<file path="src/rtl/recon_serializer.sv">
// recon_serializer
//   Output stage of the decoder datapath. Captures one frame (nine signed
//   Q4.16 sigmoid outputs plus the original nine-bit pixel vector) through a
//   valid/ready handshake and streams the reconstruction one pixel per
//   accepted beat: a thresholded bit together with its probability value.
//   After the last beat the Hamming distance between the reconstruction and
//   the original pixels is presented with a one-cycle err_valid pulse.
//
//   Optional feature macro: RECON_CLAMP_EN
//     defined     - out_prob is saturated to [0, 1.0] (20'sh00000..20'sh10000)
//     not defined - out_prob is the captured sigmoid word, unmodified
//   out_pixel and err_count always use the raw captured value.
//
// Ports
//   clk        in   clock, rising edge
//   rst        in   asynchronous active-high reset
//   in_valid   in   frame available on x_in / sig_in
//   in_ready   out  block can accept a frame (IDLE only)
//   x_in       in   [N_PIX-1:0] original pixels, bit i = pixel i
//   sig_in     in   [N_PIX*DATA_W-1:0] sigmoid words, pixel i at [DATA_W*i +: DATA_W]
//   out_valid  out  beat valid (STREAM only)
//   out_ready  in   downstream accepts beat
//   out_pixel  out  reconstructed bit of the current pixel
//   out_prob   out  [DATA_W-1:0] probability of the current pixel, signed Q4.16
//   out_idx    out  [3:0] current pixel index
//   out_last   out  high on the beat with the final index
//   err_valid  out  one-cycle pulse, err_count is final
//   err_count  out  [3:0] mismatches between reconstruction and x_in

module recon_serializer #(
    parameter int                 DATA_W = 20,
    parameter int                 N_PIX  = 9,
    parameter logic signed [19:0] THRESH = 20'sh08000
) (
    input  logic                      clk,
    input  logic                      rst,
    input  logic                      in_valid,
    output logic                      in_ready,
    input  logic [N_PIX-1:0]          x_in,
    input  logic [N_PIX*DATA_W-1:0]   sig_in,
    output logic                      out_valid,
    input  logic                      out_ready,
    output logic                      out_pixel,
    output logic [DATA_W-1:0]         out_prob,
    output logic [3:0]                out_idx,
    output logic                      out_last,
    output logic                      err_valid,
    output logic [3:0]                err_count
);

    localparam logic [3:0]               LAST_IDX = 4'(N_PIX - 1);
    localparam logic signed [DATA_W-1:0] ONE      = DATA_W'(20'sh10000);
    localparam logic signed [DATA_W-1:0] ZERO     = '0;

    typedef enum logic [1:0] {IDLE, STREAM, REPORT} state_t;

    state_t                     state;
    logic [N_PIX-1:0]           x_r;
    logic signed [DATA_W-1:0]   sig_r [N_PIX];
    logic [3:0]                 nxt_idx;

    // Binarization: signed compare, so negative words always give 0.
    function automatic logic is_one(input logic signed [DATA_W-1:0] v);
        return v >= DATA_W'(THRESH);
    endfunction

    // Probability presented downstream; optionally saturated to [0, 1.0].
    function automatic logic signed [DATA_W-1:0] prob_out(input logic signed [DATA_W-1:0] v);
`ifdef RECON_CLAMP_EN
        if (v < ZERO)
            return ZERO;
        if (v > ONE)
            return ONE;
        return v;
`else
        return v;
`endif
    endfunction

    assign in_ready  = (state == IDLE);
    assign out_valid = (state == STREAM);
    assign err_valid = (state == REPORT);
    assign nxt_idx   = out_idx + 4'd1;

    // Frame capture: data registers carry no reset, they are only read
    // while STREAM is active, which always follows a capture.
    always_ff @(posedge clk) begin
        if (state == IDLE && in_valid) begin
            x_r <= x_in;
            for (int i = 0; i < N_PIX; i++)
                sig_r[i] <= $signed(sig_in[i*DATA_W +: DATA_W]);
        end
    end

    // Control FSM with registered beat outputs. The next beat is loaded in
    // the same edge that accepts the current one, so out_* never depend
    // combinationally on out_ready.
    always_ff @(posedge clk or posedge rst) begin
        if (rst) begin
            state     <= IDLE;
            out_pixel <= 1'b0;
            out_prob  <= '0;
            out_idx   <= '0;
            out_last  <= 1'b0;
            err_count <= '0;
        end else begin
            case (state)
                IDLE: begin
                    if (in_valid) begin
                        state     <= STREAM;
                        out_idx   <= '0;
                        out_pixel <= is_one($signed(sig_in[DATA_W-1:0]));
                        out_prob  <= prob_out($signed(sig_in[DATA_W-1:0]));
                        out_last  <= (LAST_IDX == 4'd0);
                        err_count <= '0;
                    end
                end
                STREAM: begin
                    if (out_ready) begin
                        if (out_pixel != x_r[out_idx])
                            err_count <= err_count + 4'd1;
                        if (out_idx == LAST_IDX) begin
                            state    <= REPORT;
                            out_last <= 1'b0;
                        end else begin
                            out_idx   <= nxt_idx;
                            out_pixel <= is_one(sig_r[nxt_idx]);
                            out_prob  <= prob_out(sig_r[nxt_idx]);
                            out_last  <= (nxt_idx == LAST_IDX);
                        end
                    end
                end
                REPORT: begin
                    state <= IDLE;
                end
                default: begin
                    state <= IDLE;
                end
            endcase
        end
    end

endmodule

</file>
<file path="config.mk">
export PLATFORM = sky130hd
export DESIGN_NAME = recon_serializer
export DESIGN_NICKNAME = d
export VERILOG_FILES = /design/src/rtl/recon_serializer.sv
export SDC_FILE = /design/constraint.sdc
export NUM_CORES = 1
export LEC_CHECK = 0
export BUFFER_PORTS_ARGS = -buffer_cell sky130_fd_sc_hd__clkbuf_2
export CORE_AREA = 2 2 151 153
export DETAILED_ROUTE_END_ITERATION = 10
export DIE_AREA = 0 0 153 155
export PLACE_DENSITY = 0.69
export SETUP_SLACK_MARGIN = 0.3
export SYNTH_ARGS = -nofsm -noshare
export SYNTH_HDL_FRONTEND = slang
export SYNTH_SLANG_ARGS = --single-unit
</file>
<file path="constraint.sdc">
create_clock -name clk -period 9.4 [get_ports clk]
set_input_delay 0.47 -clock clk [delete_from_list [all_inputs] [get_ports clk]]
set_output_delay 0.47 -clock clk [all_outputs]
set_load 0.02 [all_outputs]
</file>
# Word level (Yosys, flattened, before mapping)
# Memories as Yosys holds them, arrays and structs flattened.
# Index checks and enable logic that the tools add are counted.
[totals]
reg_bits = 41
mem_bits_rw = 180
in_bits = 193
memories = 1
[mem_list]
columns = ["name", "words", "word_bits", "read_ports", "rd_ports_with_merged_regs", "write_ports", "line", "source"]
rows = [
  ["sig_r", 9, 20, 1, 0, 9, "59", "logic signed [DATA_W-1:0] sig_r [N_PIX];"],
]
[op_classes]
addsub = 2
n_lt_le_gt_ge = 3
n_eq_ne = 10
mux = 27
reduce_logical = 7
[ops]
columns = ["op", "count"]
rows = [
  ["$mux W20", 3],
  ["$ge A20 B17 Y1 const B", 2],
  ["$pmux W20 S2", 1],
  ["$mux W4", 5],
  ["$pmux W4 S2", 2],
  ["$mux W1", 9],
  ["$add A4 B1 Y4 const B", 2],
  ["$eq A4 B4 Y1 const B", 2],
  ["$reduce_and A4 Y1", 2],
  ["$mux W2", 3],
  ["$ne A2 B1 Y1 const B", 3],
  ["$reduce_and A3 Y1", 2],
  ["$lt A4 B5 Y1 const B", 1],
  ["$bmux W1 S4", 1],
  ["$ne A2 B2 Y1 const B", 2],
  ["$pmux W1 S2", 2],
  ["$pmux W2 S2", 1],
  ["$eq A2 B1 Y1 const B", 1],
  ["$eq A2 B2 Y1 const B", 1],
  ["$logic_not A2 Y1", 1],
  ["$reduce_bool A2 Y1", 1],
  ["$logic_and A1 B1 Y1", 1],
  ["$ne A1 B1 Y1", 1],
]

# Longest topological paths before layout
[logic_depth]
depth_word = 6
ltp_mapped = 11
ltp_nobuf = 8

# Least setup slack after synthesis
# No wires, ideal clock.
[synth_path]
kind = "reg-to-reg"
from = "register state[0]"
to = "memory sig_r[0][0], enable pin"
setup_time_ps = 540
arrival_ps = 4607
required_ps = 8860
path_slack_ps = 4253
stages_incl_launch_ff = 4
n_path_buf = 0
synth_period_minus_slack_ps = 5147
path_cell_list = "dfrtp_1 -> nor2_1 -> nand2_1 -> inv_1"
[synth_rtl]
columns = ["element", "line", "source"]
rows = [
  ["start, declared", "57", "state_t state;"],
  ["start signal, assigned", "100", "state <= IDLE;"],
  ["start signal, assigned", "110", "state <= STREAM;"],
  ["start signal, assigned", "123", "state <= REPORT;"],
  ["end, declared", "59", ""],
]

# Worst setup path after layout
[layout_path]
from = "register out_idx[0]"
to = "register out_pixel"
[layout_between]
elab_chain_len = 6
word_cells_on_any_way = 9
cone_classes = "add/sub: 1; order compare: 1; eq/ne: 2; mux: 3; reduce/logical: 1; memory: 1"
[layout_lines]
columns = ["element", "line", "source"]
rows = [
  ["start, declared", "45", "output logic [3:0] out_idx,"],
  ["start signal, assigned", "126", "out_idx <= nxt_idx;"],
  ["$add A4 B1 Y4", "83", "assign nxt_idx = out_idx + 4'd1;"],
  ["$mem_v2 Z9 W20", "-", ""],
  ["$ge A20 B17 Y1", "64", "return v >= DATA_W'(THRESH);"],
  ["$mux W1", "122", "if (out_idx == LAST_IDX) begin"],
  ["$mux W1", "119", "if (out_ready) begin"],
  ["$pmux W1 S2", "107", "case (state)"],
  ["end signal, assigned", "112", "out_pixel <= is_one($signed(sig_in[DATA_W-1:0]));"],
  ["end signal, assigned", "127", "out_pixel <= is_one(sig_r[nxt_idx]);"],
  ["end, declared", "43", "output logic out_pixel,"],
]
# Several ways; a longest one is shown, not always the timed one. The select of a mux whose other input is x is not followed.
# A chain may end at the register's enable or synchronous reset.

==> results.py <==
metrics = {
    "synthesis": {
        "synth_common_cells": "edfxtp_1, nand2_1, mux4_2",
        "yosys_warnings": 0,
        "synthArstFlopShare": 0.145,
        "ys_types": 44,
        "synth_area_mm2": 0.00873,
        "yosysSeqAreaShare": 0.742,
        "syn_inst": 510,
        "synth-seq-cells": 221,
        "synth_edf_count": 189,
        "ys.flop_type": "edfxtp_1",
        "yosysTopAreaCell": "edfxtp_1",
        "synthTopCellsByArea": "edfxtp_1, dfrtp_1, mux4_2",
        "avgSynthCellArea_um2": 17.1,
        "netlist.area_leader.share": 0.650,
        "synth_fp_nets": 707,
        "yosysMostFrequentCell": "edfxtp_1",
    },
    "placement": {
        "pre_cts_slack_ns": 5.66,
        "portBuffers": 225,
        "place_hpwl_um": 13000,
        "gp_congestion": 0.751,
        "placed_area_mm2": 0.0101,
    },
    "critical_path": {
        "setup.worst_path.start_class": "flip-flop",
        "worst_setup_path_end_kind": "flip-flop",
        "crit_required_ns": 9.78,
        "critPathArrivalTime_ns": 4.03,
        "crit_type": "flip-flop to flip-flop",
        "path_max_fanout": 47,
        "rr_worst_depth": 8,
    },
    "timing": {
        "max_slew_margin": 0.241,
        "tightest_slew_ns": 1.14,
        "min_period_ns": 3.65,
        "hold_viol": 0,
        "skew_ns": 0.00845,
        "fin_ws_ns": 5.75,
        "setup_viol": 0,
        "finalCritPeriodShare": 0.389,
        "fmax_mhz": 274,
        "rsz0062_at_grt": "no",
        "final.setup.tns_ns": 0,
        "slew_viol_final": 0,
    },
    "status": {
        "status": "finished clean",
    },
    "detailed_routing": {
        "firstDrtPassIters": 5,
        "drc_errors": 0,
        "finalWirelength_um": 19400,
        "wire_per_inst_um": 18.6,
        "ant_nets": 0,
        "drt-initial-drc-count": 322,
        "vias": 5198,
        "viasPerCell": 4.99,
    },
    "floorplan": {
        "rows": 55,
        "ios": 226,
        "die_h_um": 155,
        "start_util": 0.393,
        "coreArea_mm2": 0.0222,
        "die_w_um": 153,
        "die_area_mm2": 0.0237,
    },
    "finish": {
        "ff_latch_area_mm2": 0.00648,
        "antenna_cells": 0,
        "fin_nets": 936,
        "fillers": 1887,
        "syn2layout_area_growth_pct": 25.5,
        "final_area_mm2": 0.0110,
        "multi_input_area_mm2": 0.00214,
        "layout-drive-gt1-share": 0.421,
    },
    "global_route": {
        "antenna_found_initial": 0,
        "grt_max_degree": 101,
        "grt_pass1_vias": 5269,
        "grt-ovfl-total": 0,
        "track_usage": 0.161,
        "grt_pass1_wl_um": 29700,
    },
    "clocking": {
        "cts_sinks": 221,
        "ctsResizeCount": 0,
        "cts_tree": "built",
        "h-tree-depth": 1,
        "clkLatencyLatePin_ns": 0.51,
        "hold_buffers": 0,
        "clk_pin_slew_ns": 0.06,
        "numCtsBuffers": 25,
        "cts_setup_buffers": 0,
        "cts-root-buf": "clkbuf_16",
        "cts_buffer_depth": 3,
    },
    "hold_path": {
        "hp-class": "primary input to asynchronous set/reset pin",
    },
    "power": {
        "power_leakage_uw": 0.00427,
        "p_int_uw": 2300,
        "p_sw_frac": 0.332,
        "vdd_drop_max_mv": 0.175,
        "p_switching_uw": 1150,
        "seq_power_share": 0.381,
        "p_comb_frac": 0.344,
        "power_density_mw_per_mm2": 315,
        "clkPwrFrac": 0.275,
    },
    "flow_run": {
        "drv_cap": 0,
    },
}
-- stage by stage --
step                      total power, uW  utilization  cells  hold WS, ns
after floorplan                      2220            -    510        0.534
after CTS                            3490        0.493   1042       0.0686
after global routing                 3640        0.493   1042       0.0875
after global placement               2520        0.457    997        0.463
after detailed placement             2540        0.457    997        0.472
final                                3450        0.493   1042       0.0520
-- layout by cell type, fill, tap and decap left out, types with 3 or more instances in the layout --
| cell | instances |
|---|---|
| clkbuf_16 | 25 |
| clkbuf_1 | 3 |
| a21oi_1 | 15 |
| a221oi_1 | 3 |
| nand3_1 | 5 |
| nand4_1 | 5 |
| edfxtp_1 | 189 |
| clkbuf_2 | 225 |
| o21ai_0 | 7 |
| clkbuf_8 | 4 |
| o21ai_1 | 21 |
| nand2_1 | 75 |
| mux4_2 | 34 |
| clkinv_2 | 7 |
| dfrtp_1 | 31 |
| buf_4 | 3 |
| inv_1 | 3 |
| a311oi_1 | 15 |
| mux2i_1 | 16 |
| ha_1 | 3 |
| nor2_1 | 24 |
-- kinds of logic after synthesis --
family	after synthesis	synth area share
xor+xnor	5	0.00760
fa+ha+maj	4	0.00573
flops	221	0.742
buf+inv	32	0.0199
compound gates	77	0.0598
mux	51	0.107
simple gates	120	0.0578
-- final timing paths --
check / startpoint / end / slack, ns
max in group asynchronous: rst / out_idx[0]$_DFFE_PP0P_ / 9.01
setup / recovery: out_idx[0]$_DFFE_PP0P_ / out_pixel$_DFFE_PP0P_ / 5.75
hold reg to reg: out_prob[13]$_DFFE_PP0P_ / out_prob[13]$_DFFE_PP0P_ / 0.48
setup reg to reg: out_idx[0]$_DFFE_PP0P_ / out_pixel$_DFFE_PP0P_ / 5.75
hold / removal: rst / out_prob[2]$_DFFE_PP0P_ / 0.05
min in group clk: sig_in[26] / sig_r[1][6]$_DFFE_PP_ / 0.13
-- power groups by stage --
stage / Sequential, uW / Combinational, uW / Clock [uW]
floorplan: 1410 / 810 / 0
global placement: 1330 / 1190 / 0
detailed placement: 1330 / 1200 / 0
CTS: 1310 / 1210 / 971
global route: 1330 / 1300 / 1010
finish: 1310 / 1190 / 949
-- routing by layer --
metal	global-route usage	routed length, um
met1	0.218	8210
met2	0.270	9550
met3	0.0273	1120
met4	0.0494	510
met5	0	0
-- cell type report --
type                    count  share of cell area
repair buffers            228               0.105
inverters                   6             0.00251
clock inverters            13              0.0108
clock buffers              32              0.0631
multi-input cells         257               0.195
flip-flops and latches    221               0.591
well taps                 285              0.0325
-- registers in the layout, indices dropped and copies added, names as in the netlist --
name and cells:
out_idx 4, x_r 9, out_last 1, err_count 4, out_prob 20, out_pixel 1, state 2, sig_r 180
-- worst max-delay path: stages, from the launching register on --
cell	delay, ns
dfrtp_2	0.34
buf_4	0.66
ha_1	0.51
xor2_4	0.85
mux2i_1	0.31
a221oi_1	0.10
a32o_2	0.31
o41ai_2	0.33
a31oi_1	0.11
No activity file was read; power rests on OpenSTA's default activity.
